**src/rtl/core_pkg.sv**
```systemverilog
// Core-wide widths and the request-source tag shared by the memory arbiter.
package core_pkg;
  localparam int Xlen     = 32;
  localparam int MaskBits = Xlen / 8;

  typedef enum logic {
    SrcInst = 1'b0,
    SrcData = 1'b1
  } src_e;
endpackage

```
**src/rtl/fifo_sync.sv**
```systemverilog
// Single-clock FIFO with full/empty flags; push and pop may occur in the same cycle.
module fifo_sync #(
  parameter int Width = 1,
  parameter int Depth = 4
) (
  input  logic             clk_i,
  input  logic             rst_ni,
  input  logic             i_push,
  input  logic [Width-1:0] i_data,
  input  logic             i_pop,
  output logic [Width-1:0] o_data,
  output logic             o_full,
  output logic             o_empty
);
  localparam int PtrW = $clog2(Depth);
  localparam logic [PtrW:0] CntFull = (PtrW+1)'(Depth);

  logic [Width-1:0] r_mem [Depth];
  logic [PtrW-1:0]  r_wptr;
  logic [PtrW-1:0]  r_rptr;
  logic [PtrW:0]    r_count;
  logic             w_push;
  logic             w_pop;

  assign o_full  = (r_count == CntFull);
  assign o_empty = (r_count == '0);
  assign w_push  = i_push && !o_full;
  assign w_pop   = i_pop && !o_empty;
  assign o_data  = r_mem[r_rptr];

  // Pointers wrap naturally because Depth is a power of two.
  always_ff @(posedge clk_i or negedge rst_ni) begin
    if (!rst_ni) begin
      r_wptr  <= '0;
      r_rptr  <= '0;
      r_count <= '0;
    end else begin
      if (w_push) r_wptr <= r_wptr + 1'b1;
      if (w_pop)  r_rptr <= r_rptr + 1'b1;
      case ({w_push, w_pop})
        2'b10:   r_count <= r_count + 1'b1;
        2'b01:   r_count <= r_count - 1'b1;
        default: r_count <= r_count;
      endcase
    end
  end

  always_ff @(posedge clk_i) begin
    if (w_push) r_mem[r_wptr] <= i_data;
  end
endmodule

```
**src/rtl/mem_arbiter.sv**
```systemverilog
// Round-robin merge of the instruction and data request ports onto one memory port,
// with an in-order source-ID queue that steers each response back to its requester.
module mem_arbiter
  import core_pkg::*;
#(
  parameter int MaxOutstanding = 4
) (
  input  logic                clk_i,
  input  logic                rst_ni,
  output logic                imem_ready_o,
  input  logic                imem_valid_i,
  input  logic [Xlen-1:0]     imem_addr_i,
  input  logic [Xlen-1:0]     imem_wdata_i,
  input  logic [MaskBits-1:0] imem_wmask_i,
  output logic [Xlen-1:0]     imem_rdata_o,
  output logic                imem_rvalid_o,
  output logic                dmem_ready_o,
  input  logic                dmem_valid_i,
  input  logic [Xlen-1:0]     dmem_addr_i,
  input  logic [Xlen-1:0]     dmem_wdata_i,
  input  logic [MaskBits-1:0] dmem_wmask_i,
  output logic [Xlen-1:0]     dmem_rdata_o,
  output logic                dmem_rvalid_o,
  input  logic                mem_ready_i,
  output logic                mem_valid_o,
  output logic [Xlen-1:0]     mem_addr_o,
  output logic [Xlen-1:0]     mem_wdata_o,
  output logic [MaskBits-1:0] mem_wmask_o,
  input  logic [Xlen-1:0]     mem_rdata_i,
  input  logic                mem_rvalid_i
);
  src_e r_prio;
  src_e r_lock_src;
  logic r_lock;

  src_e w_grant;
  src_e w_head;
  logic w_head_bit;
  logic w_gnt_valid;
  logic w_full;
  logic w_empty;
  logic w_accept;
  logic w_stall;
  logic w_pop;

  always_comb begin
    w_grant = SrcInst;
    if (r_lock)                            w_grant = r_lock_src;
    else if (imem_valid_i && dmem_valid_i) w_grant = r_prio;
    else if (dmem_valid_i)                 w_grant = SrcData;
  end

  assign w_gnt_valid = (w_grant == SrcData) ? dmem_valid_i : imem_valid_i;
  assign mem_valid_o = rst_ni && w_gnt_valid && !w_full;
  assign mem_addr_o  = (w_grant == SrcData) ? dmem_addr_i  : imem_addr_i;
  assign mem_wdata_o = (w_grant == SrcData) ? dmem_wdata_i : imem_wdata_i;
  assign mem_wmask_o = (w_grant == SrcData) ? dmem_wmask_i : imem_wmask_i;

  assign imem_ready_o = rst_ni && (w_grant == SrcInst) && mem_ready_i && !w_full;
  assign dmem_ready_o = rst_ni && (w_grant == SrcData) && mem_ready_i && !w_full;

  assign w_accept = mem_valid_o && mem_ready_i;
  assign w_stall  = mem_valid_o && !mem_ready_i;

  // A presented-but-stalled request pins the grant so the shared port stays stable.
  always_ff @(posedge clk_i or negedge rst_ni) begin
    if (!rst_ni) begin
      r_prio     <= SrcInst;
      r_lock     <= 1'b0;
      r_lock_src <= SrcInst;
    end else begin
      r_lock <= w_stall;
      if (w_stall)  r_lock_src <= w_grant;
      if (w_accept) r_prio <= (w_grant == SrcInst) ? SrcData : SrcInst;
    end
  end

  fifo_sync #(
    .Width(1),
    .Depth(MaxOutstanding)
  ) u_id_fifo (
    .clk_i  (clk_i),
    .rst_ni (rst_ni),
    .i_push (w_accept),
    .i_data (w_grant),
    .i_pop  (w_pop),
    .o_data (w_head_bit),
    .o_full (w_full),
    .o_empty(w_empty)
  );

  assign w_head = src_e'(w_head_bit);
  assign w_pop  = rst_ni && mem_rvalid_i && !w_empty;

  assign imem_rvalid_o = w_pop && (w_head == SrcInst);
  assign dmem_rvalid_o = w_pop && (w_head == SrcData);
  assign imem_rdata_o  = mem_rdata_i;
  assign dmem_rdata_o  = mem_rdata_i;

  // A response with nothing outstanding is dropped.
  always_ff @(posedge clk_i) begin
    if (rst_ni) begin
      assert (!(mem_rvalid_i && w_empty))
        else $warning("mem_arbiter: mem_rvalid_i with no outstanding request, response dropped");
    end
  end
endmodule

```
**config.mk**
```make
export PLATFORM = sky130hd
export DESIGN_NAME = mem_arbiter
export DESIGN_NICKNAME = d
export VERILOG_FILES = /design/src/rtl/core_pkg.sv /design/src/rtl/fifo_sync.sv /design/src/rtl/mem_arbiter.sv
export SDC_FILE = /design/constraint.sdc
export NUM_CORES = 1
export LEC_CHECK = 0
export CORE_AREA = 2 2 122 124
export DETAILED_ROUTE_END_ITERATION = 16
export DIE_AREA = 0 0 124 126
export PLACE_DENSITY = 0.61
export SYNTH_ARGS = -nofsm -noshare
export SYNTH_HDL_FRONTEND = slang
export SYNTH_HIERARCHICAL = 1
export SYNTH_SLANG_ARGS = --single-unit
```
**constraint.sdc**
```tcl
create_clock -name clk_i -period 5.2 [get_ports clk_i]
set_input_delay 1.3 -clock clk_i [delete_from_list [all_inputs] [get_ports clk_i]]
set_output_delay 1.3 -clock clk_i [all_outputs]
set_load 0.02 [all_outputs]
```
* Word-level counts from Yosys, hierarchy flattened
Memories as Yosys holds them, arrays and structs flattened. Cells that the tools add are included.
Word-level totals: memory bits (read-only) 0, input bits 174, bits in latches 0, bits in writable memories 4, register bits 10, word-level logic and storage cells 49, memories 1, output and inout bits 137
Operators by class: multiply operators 0, $add $sub $neg 4, divide/modulo/power cells 0, equality and inequality tests 3, reduce and logical (&&, ||, !) cells 22, bitwise operators 2, magnitude comparators 0, shifts and indexed selects 0, multiplexer cells 11
Memory list:
- u_id_fifo.r_mem | words 4, bits a word 1, rd ports 1, clocked after memory_dff 0, wr ports 1, line fifo_sync.sv:18 | logic [Width-1:0] r_mem [Depth];
Operators with widths (number):
- $mux W32 | 2
- $logic_and A1 B1 Y1 | 17
- $mux W1 | 7
- $pmux W3 S2 | 1
- $add A2 B1 Y2 const B | 2
- $mux W4 | 1
- $add A3 B1 Y3 const B | 1
- $eq A3 B3 Y1 const B | 1
- $logic_not A1 Y1 | 3
- $logic_not A3 Y1 | 1
- $sub A3 B1 Y3 const B | 1
- $eq A2 B1 Y1 const B | 1
- $eq A2 B2 Y1 const B | 1
- $not A1 Y1 | 2
- $reduce_bool A2 Y1 | 1

* Depth between registers and ports, before layout
Gate-level depths: netlist of the first run.
word-level depth 10, mapped depth 12, depth with buffers taken out 12

* Hierarchy
Netlist of the first run, hierarchy kept.
By module, submodules not included:
- mem_arbiter | sequential area each 75.1 um^2, area an instance 1566.5 um^2, instances 1, cells an instance 168
- fifo_sync | sequential area each 295.3 um^2, area an instance 583.1 um^2, instances 1, cells an instance 42

* Worst setup path after synthesis of the first run
OpenSTA, ideal clock, no wires.
kind input port to output port, from in imem_valid_i, to out mem_addr_o[0], data required time 3.900 ns, path slack 1.590 ns, arrival time 2.310 ns, stages 4, buffers on the path 1, path through nor2b_1 > o21ai_4 > buf_6 > mux2_2
Between the ends: word-level cells in the longest chain between the ends 4
RTL lines:
- start, declared | line mem_arbiter.sv:11 | input logic imem_valid_i,
- $logic_and A1 B1 Y1 | line mem_arbiter.sv:49 | else if (imem_valid_i && dmem_valid_i) w_grant = r_prio;
- $mux W1 | line mem_arbiter.sv:49
- $mux W1 | line mem_arbiter.sv:48 | if (r_lock) w_grant = r_lock_src;
- $mux W32 | line mem_arbiter.sv:55 | assign mem_addr_o = (w_grant == SrcData) ? dmem_addr_i : imem_addr_i;
- end, declared | line mem_arbiter.sv:26 | output logic [Xlen-1:0] mem_addr_o,
No other way between the ends.

* Worst setup path in the final report of the first run
from in dmem_valid_i, to out mem_wdata_o[20]
Between the ends: word-level cells in the longest chain between the ends 4, elaborated cells between the ends (all ways) 5, those cells by class 4 x mux; 1 x reduce/logical
RTL lines:
- start, declared | line mem_arbiter.sv:18 | input logic dmem_valid_i,
- $mux W1 or $logic_and A1 B1 Y1 (tied branches) | line mem_arbiter.sv:50, mem_arbiter.sv:49
- $mux W1 (*) | line mem_arbiter.sv:49
- $mux W1 (*) | line mem_arbiter.sv:48
- $mux W32 (*) | line mem_arbiter.sv:56 | assign mem_wdata_o = (w_grant == SrcData) ? dmem_wdata_i : imem_wdata_i;
- end, declared | line mem_arbiter.sv:27 | output logic [Xlen-1:0] mem_wdata_o,
Mark *: on every way between the ends. The rest lies on a longest branch, timed or not.

==> impl_metrics.json, run 1 <==
{
  "crit_chain": "clkdlybuf4s50_1, nand2b_1, o21ai_4, buf_4, mux2_2, clkdlybuf4s50_1",
  "worstHoldPathCells": 1,
  "setup_viol": 0,
  "grt-ovfl-total": 0,
  "clk_latency_ns": 0.24,
  "power.leakage_nw": 1.54,
  "vias_per_cell": 3.70,
  "path_clk_slew_ns": 0.04,
  "min_path_type": "flip-flop to flip-flop",
  "finish.utilization_pct": 28.5,
  "synth.cell_area_sq_um": 2150,
  "post_drt_wl_per_cell_um": 15.5,
  "fin_setup_tns_ns": 0,
  "grt_pass1_vias": 2114,
  "met3_usage_pct": 6.79,
  "pwr-share-seq_pct": 17.0,
  "ys_seq_area_share_pct": 17.2,
  "layout.nets": 541,
  "hold_end": "u_id_fifo/r_rptr[1]$_DFFE_PN0P_",
  "core_area_sq_um": 14300,
  "peakVddDrop_uv": 105,
  "synth_nets": 390,
  "drv_cap": 0,
  "netlist_instances": 210,
  "top_usage_layer": "met2",
  "drt_wl_total_um": 8420,
  "final.setup.worst_slack_ns": 0.439,
  "row_count": 44,
  "crit_path_start_kind": "primary input",
  "cts_resized": 0,
  "syn_area_per_cell_sq_um": 10.2,
  "p_sw_share_pct": 37.2,
  "fin_crit_ns": 4.76,
  "cts_root_buffer": "clkbuf_16",
  "comb_power_share_pct": 69.8,
  "area_growth_pct": 90.1,
  "critPathArrivalTime_ns": 3.46,
  "drv_slew": 0,
  "synth_top_cell_area_share_pct": 36.1,
  "power_density_nw_per_um2": 291,
  "grt_max_degree": 47,
  "pre_cts_ws_ns": 0.426,
  "antenna_found_initial": 0,
  "crit_top_cell": "clkdlybuf4s50_1",
  "finalCritPeriodShare_pct": 91.6,
  "drc": 0,
  "grtUsageMet2_pct": 16.7,
  "worstRegToRegCells": 11,
  "max-clock-path-buffers": 2,
  "endpoint_kind": "primary output",
  "grtUsageTotal_pct": 9.71,
  "fin_skew_ns": 0.000850,
  "cts.sinks": 14,
  "status": "completed",
  "rr_startpoint": "r_lock_src$_DFFE_PN0P_",
  "max_clock_freq_mhz": 210,
  "slowest_stage": "clkdlybuf4s50_1",
  "slowest_delay_ns": 0.55,
  "diodes": 0,
  "initial_core_util_pct": 15.0,
  "critPathLaunch": "dmem_valid_i",
  "drt-initial-drc-count": 35,
  "pwr-share-clk_pct": 13.2,
  "firstDrtPassIters": 3,
  "min_from": "u_id_fifo/r_rptr[1]$_DFFE_PN0P_",
  "die_h_um": 126,
  "crit_family": "buffers and inverters",
  "p_sw_mw": 0.443,
  "ys_seq_elements": 14,
  "drive_gt1_share_pct": 23.6,
  "via_count": 2015,
  "rsz0062_at_grt": "false",
  "fillers": 1470,
  "path_buf_inv": 3,
  "met1_usage_pct": 9.87,
  "die_w_um": 124,
  "reg2reg_slack_ns": 2.79,
  "final_hold_viol_count": 0,
  "cp_max_fo": 30,
  "yosys.cell_types.count": 29,
  "timing.hold.ws_ns": 0.493,
  "gp_congestion": 0.741,
  "cts_buffers": 3,
  "yosysWarnings": 6,
  "netlist_top_cells_area": "mux2_2, buf_4, dfrtp_1",
  "postRouteAntennaNets": 0,
  "slew_headroom_pct": 74.2,
  "cts_tree": "built",
  "htree_levels": 1,
  "critPathKind": "primary input to primary output",
  "cts_hold_buffers": 0,
  "r2r-end": "u_id_fifo/r_count[2]$_DFFE_PN0P_",
  "cp.required_ns": 3.90,
  "post-synth-top-area-cell": "mux2_2",
  "dp_hpwl_um": 7390,
  "die-area_sq_um": 15600,
  "grt_pass1_wl_um": 11500,
  "tightest_slew_ns": 0.385,
  "port-buffer-count": 214,
  "cts_setup_buffers": 0,
  "p_int_mw": 0.746,
  "ioPinCount": 311
}
[sequential cells by signal (all words and copies together), names as in the netlist]
name,cells
u_id_fifo/r_rptr,2
r_lock,1
r_prio,1
r_lock_src,1
u_id_fifo/r_count,3
u_id_fifo/r_mem,4
u_id_fifo/r_wptr,2
[routing by layer]
metal  vias to the layer above  wire length (um)
li1                        954                 -
met1                       880              2810
met2                       181              4080
met3                         0              1530
met4                         0                 0
met5                         -                 0
[final cells by class]
| type | instances | area (sq um) | area share (%) |
|---|---|---|---|
| repair buffers | 217 | 2180 | 53.3 |
| flip-flops and latches | 14 | 370 | 9.06 |
| multi-input cells | 116 | 1190 | 29.0 |
| clock buffers | 4 | 88.8 | 2.17 |
| well taps | 184 | 230 | 5.63 |
| inverters | 9 | 33.8 | 0.827 |
[how the worst max path moves through the flow]
| stage | endpoint | slack, ns | cells after the start |
|---|---|---|---|
| 2_1_floorplan | mem_addr_o[0] | 1.59 | 4 |
| 3_3_place_gp | mem_wdata_o[20] | 0.50 | 6 |
| 3_5_place_dp | mem_wdata_o[20] | 0.43 | 6 |
| 4_1_cts | mem_wdata_o[20] | 0.41 | 6 |
| 5_1_grt | mem_wdata_o[20] | 0.32 | 6 |
| 6_report | mem_wdata_o[20] | 0.44 | 6 |
[Yosys cell counts]
master,instances
o31a_2,1
o211ai_1,1
mux2_4,1
and2_2,2
buf_4,64
nor2_1,4
nor3_1,3
inv_1,9
fa_1,1
xor2_1,3
o2111ai_1,1
dfrtp_1,10
nor3b_1,2
buf_6,7
mux2_2,69
or3b_2,1
ha_1,5
and2_1,3
a21boi_0,1
nand2b_1,2
mux2i_1,2
mux4_2,1
o21ai_4,1
xnor2_1,3
nor3b_4,1
nor2b_1,3
nand2_1,4
nor2b_4,1
edfxtp_1,4
[metrics by stage]
stage | power [mW] | std cells | instance area (sq um)
2_1_floorplan | 0.754 | 210 | 2150
3_3_place_gp | 1.03 | 540 | 4000
3_5_place_dp | 1.04 | 540 | 4000
4_1_cts | 1.21 | 544 | 4090
5_1_grt | 1.27 | 544 | 4090
6_report | 1.19 | 544 | 4090
[logic make-up (layout without fill, tap and decap cells)]
kind of cell / Yosys count / in the layout / synth area share, %
DFF: 14 / 14 / 17.2
adders and majority gates: 6 / 6 / 3.84
and+or+nand+nor: 26 / 26 / 7.74
buffers and inverters: 80 / 230 / 27.6
muxes: 73 / 73 / 38.8
xor gates and xnor gates: 6 / 6 / 2.45
AOI/OAI and AO/OA: 5 / 5 / 2.33
[cell usage in the layout, fill, tap and decap left out, types with 2 or more instances in the layout]
master           Yosys  layout
mux2i_1              2       2
nor2b_1              3       3
xor2_1               3       3
nand2b_1             2       2
nor3b_1              2       2
and2_1               3       3
nor2_1               4       4
clkbuf_16            0       3
clkdlybuf4s50_1      0     214
buf_4               64       2
dfrtp_1             10      10
inv_1                9       9
edfxtp_1             4       4
and2_2               2       2
nand2_1              4       4
ha_1                 5       5
mux2_2              69      69
xnor2_1              3       3
nor3_1               3       3
[worst register-to-register path, cell delays in order (launching register included)]
cell	delay, ns
dfrtp_1	0.41
or3b_2	0.47
o2111ai_1	0.16
inv_1	0.07
nor2b_4	0.16
inv_1	0.07
ha_1	0.16
inv_1	0.06
fa_1	0.37
xor2_1	0.15
nor2_1	0.11
xor2_1	0.15
[power by group through the flow]
stage | logic (mW) | registers, mW | clock network [mW]
floorplan | 0.561 | 0.193 | 0
global placement | 0.830 | 0.200 | 0
detailed placement | 0.840 | 0.202 | 0
CTS | 0.843 | 0.202 | 0.163
global route | 0.892 | 0.210 | 0.167
finish | 0.830 | 0.202 | 0.157
(Power assumes the default switching activity.)
==> run 2: changes to the inputs <==
CTS_BUF_LIST = sky130_fd_sc_hd__clkbuf_16   (was default)
SKIP_CTS_REPAIR_TIMING = 1   (was default)
==> run 2 against run 1 <==
  * Clock skew barely moved
  * Combinational power barely moved
  * Clock power fell by 9.6%
  * Wire length fell by 0.32%
  * Non-clock buffer count did not move
  * First-iteration DRC count fell by 23%
  * Total power fell by 1.3%
  * Critical path type unchanged
  * Largest power group unchanged
  * Highest routed layer unchanged
==> impl_metrics.json, run 2 (synthesized netlist as in run 1, its figures left out) <==
{
  "mostFrequentLayoutCell": "clkdlybuf4s50_1",
  "drive_gt1_share_pct": 23.3,
  "cp.required_ns": 3.90,
  "r2r-end": "u_id_fifo/r_count[2]$_DFFE_PN0P_",
  "cts_buffers": 3,
  "finalCritPeriodShare_pct": 91.6,
  "cp_max_fo": 30,
  "drc": 0,
  "vias_per_cell": 3.70,
  "final_cell_mix": "clkdlybuf4s50_1, mux2_2, dfrtp_1, inv_1, ha_1",
  "max_clock_freq_mhz": 210,
  "cts_tree": "built",
  "drv_cap": 0,
  "min_path_type": "flip-flop to flip-flop",
  "die_h_um": 126,
  "tightest_slew_ns": 0.386,
  "die_w_um": 124,
  "hold_end": "u_id_fifo/r_rptr[1]$_DFFE_PN0P_",
  "finalPower_mw": 1.17,
  "dp_hpwl_um": 7390,
  "path_clk_slew_ns": 0.04,
  "fin_crit_ns": 4.76,
  "drv_slew": 0,
  "gp_congestion": 0.741,
  "layout.nets": 541,
  "postRouteAntennaNets": 0,
  "peakVddDrop_uv": 105,
  "max-clock-path-buffers": 2,
  "power.leakage_nw": 1.53,
  "clk_latency_ns": 0.24,
  "top_regs": "u_id_fifo/r_mem (4), u_id_fifo/r_count (3)",
  "diodes": 0,
  "grt_max_degree": 47,
  "grt-ovfl-total": 0,
  "drt_wl_total_um": 8390,
  "grt_pass1_wl_um": 11400,
  "ioPinCount": 311,
  "timing.hold.ws_ns": 0.491,
  "via_count": 2014,
  "cts_root_buffer": "clkbuf_16",
  "area_growth_pct": 89.6,
  "endpoint_kind": "primary output",
  "rsz0062_at_grt": "false",
  "worstHoldPathCells": 1,
  "htree_levels": 1,
  "rr_startpoint": "r_lock_src$_DFFE_PN0P_",
  "port-buffer-count": 214,
  "pre_cts_ws_ns": 0.426,
  "reg2reg_slack_ns": 2.79,
  "setup_viol": 0,
  "antenna_found_initial": 0,
  "min_from": "u_id_fifo/r_rptr[1]$_DFFE_PN0P_",
  "drt-initial-drc-count": 27,
  "worstRegToRegCells": 11,
  "top_register": "u_id_fifo/r_mem",
  "status": "completed",
  "fin_skew_ns": 0.000850,
  "final_hold_viol_count": 0,
  "grtUsageTotal_pct": 9.67,
  "core_area_sq_um": 14300,
  "die-area_sq_um": 15600,
  "final.setup.worst_slack_ns": 0.438,
  "cts.sinks": 14,
  "firstDrtPassIters": 3,
  "critPathArrivalTime_ns": 3.46,
  "post_drt_wl_per_cell_um": 15.4,
  "critPathKind": "primary input to primary output",
  "fin_setup_tns_ns": 0,
  "power_density_nw_per_um2": 288,
  "grt_pass1_vias": 2106,
  "crit_path_start_kind": "primary input",
  "largest_reg_flops": 4,
  "initial_core_util_pct": 15.0,
  "row_count": 44,
  "slew_headroom_pct": 74.2
}
## run 2: changes by cell type in the layout (fill, tap and decap cells not counted), sizes merged
cell	change
clkbuf	-1
clkinv	+1
## run 2: power breakdown
part	internal, mW	switching [mW]
Clock	0.101	0.0404
Combinational	0.473	0.357
Sequential	0.158	0.0440
## run 2: how the worst max path moves through the flow
stage          cells past startpoint          from  slack (ns)              end
6_report                           6  dmem_valid_i        0.44  mem_wdata_o[20]
5_1_grt                            6  dmem_valid_i        0.33  mem_wdata_o[20]
4_1_cts                            6  dmem_valid_i        0.41  mem_wdata_o[20]
3_5_place_dp                       6  dmem_valid_i        0.43  mem_wdata_o[20]
3_3_place_gp                       6  dmem_valid_i        0.50  mem_wdata_o[20]
2_1_floorplan                      4  imem_valid_i        1.59    mem_addr_o[0]
## run 2: cell type report
type	instances	area (sq um)
well taps	184	230
clock inverters	1	3.75
fillers	1470	10200
clock buffers	3	75.1
repair buffers	217	2180
multi-input cells	116	1190
inverters	9	33.8
flip-flops and latches	14	370
## run 2: metrics by stage
step | area (sq um) | cells | utilization, %
after floorplan | 2150 | 210 | -
after global routing | 4080 | 544 | 28.5
after detailed placement | 4000 | 540 | 27.9
final | 4080 | 544 | 28.5
after global placement | 4000 | 540 | 27.9
after CTS | 4080 | 544 | 28.5
## run 2: metal layers
| metal | global-route usage [%] | routed length, um |
|---|---|---|
| met1 | 9.87 | 2810 |
| met2 | 16.6 | 4060 |
| met3 | 6.79 | 1520 |
| met4 | 1.12 | 0 |
| met5 | 0 | 0 |
## run 2: critical path: stages
cell             delay (ns)
clkdlybuf4s50_1        0.54
nand2b_1               0.13
o21ai_4                0.20
buf_4                  0.36
mux2_2                 0.38
clkdlybuf4s50_1        0.55
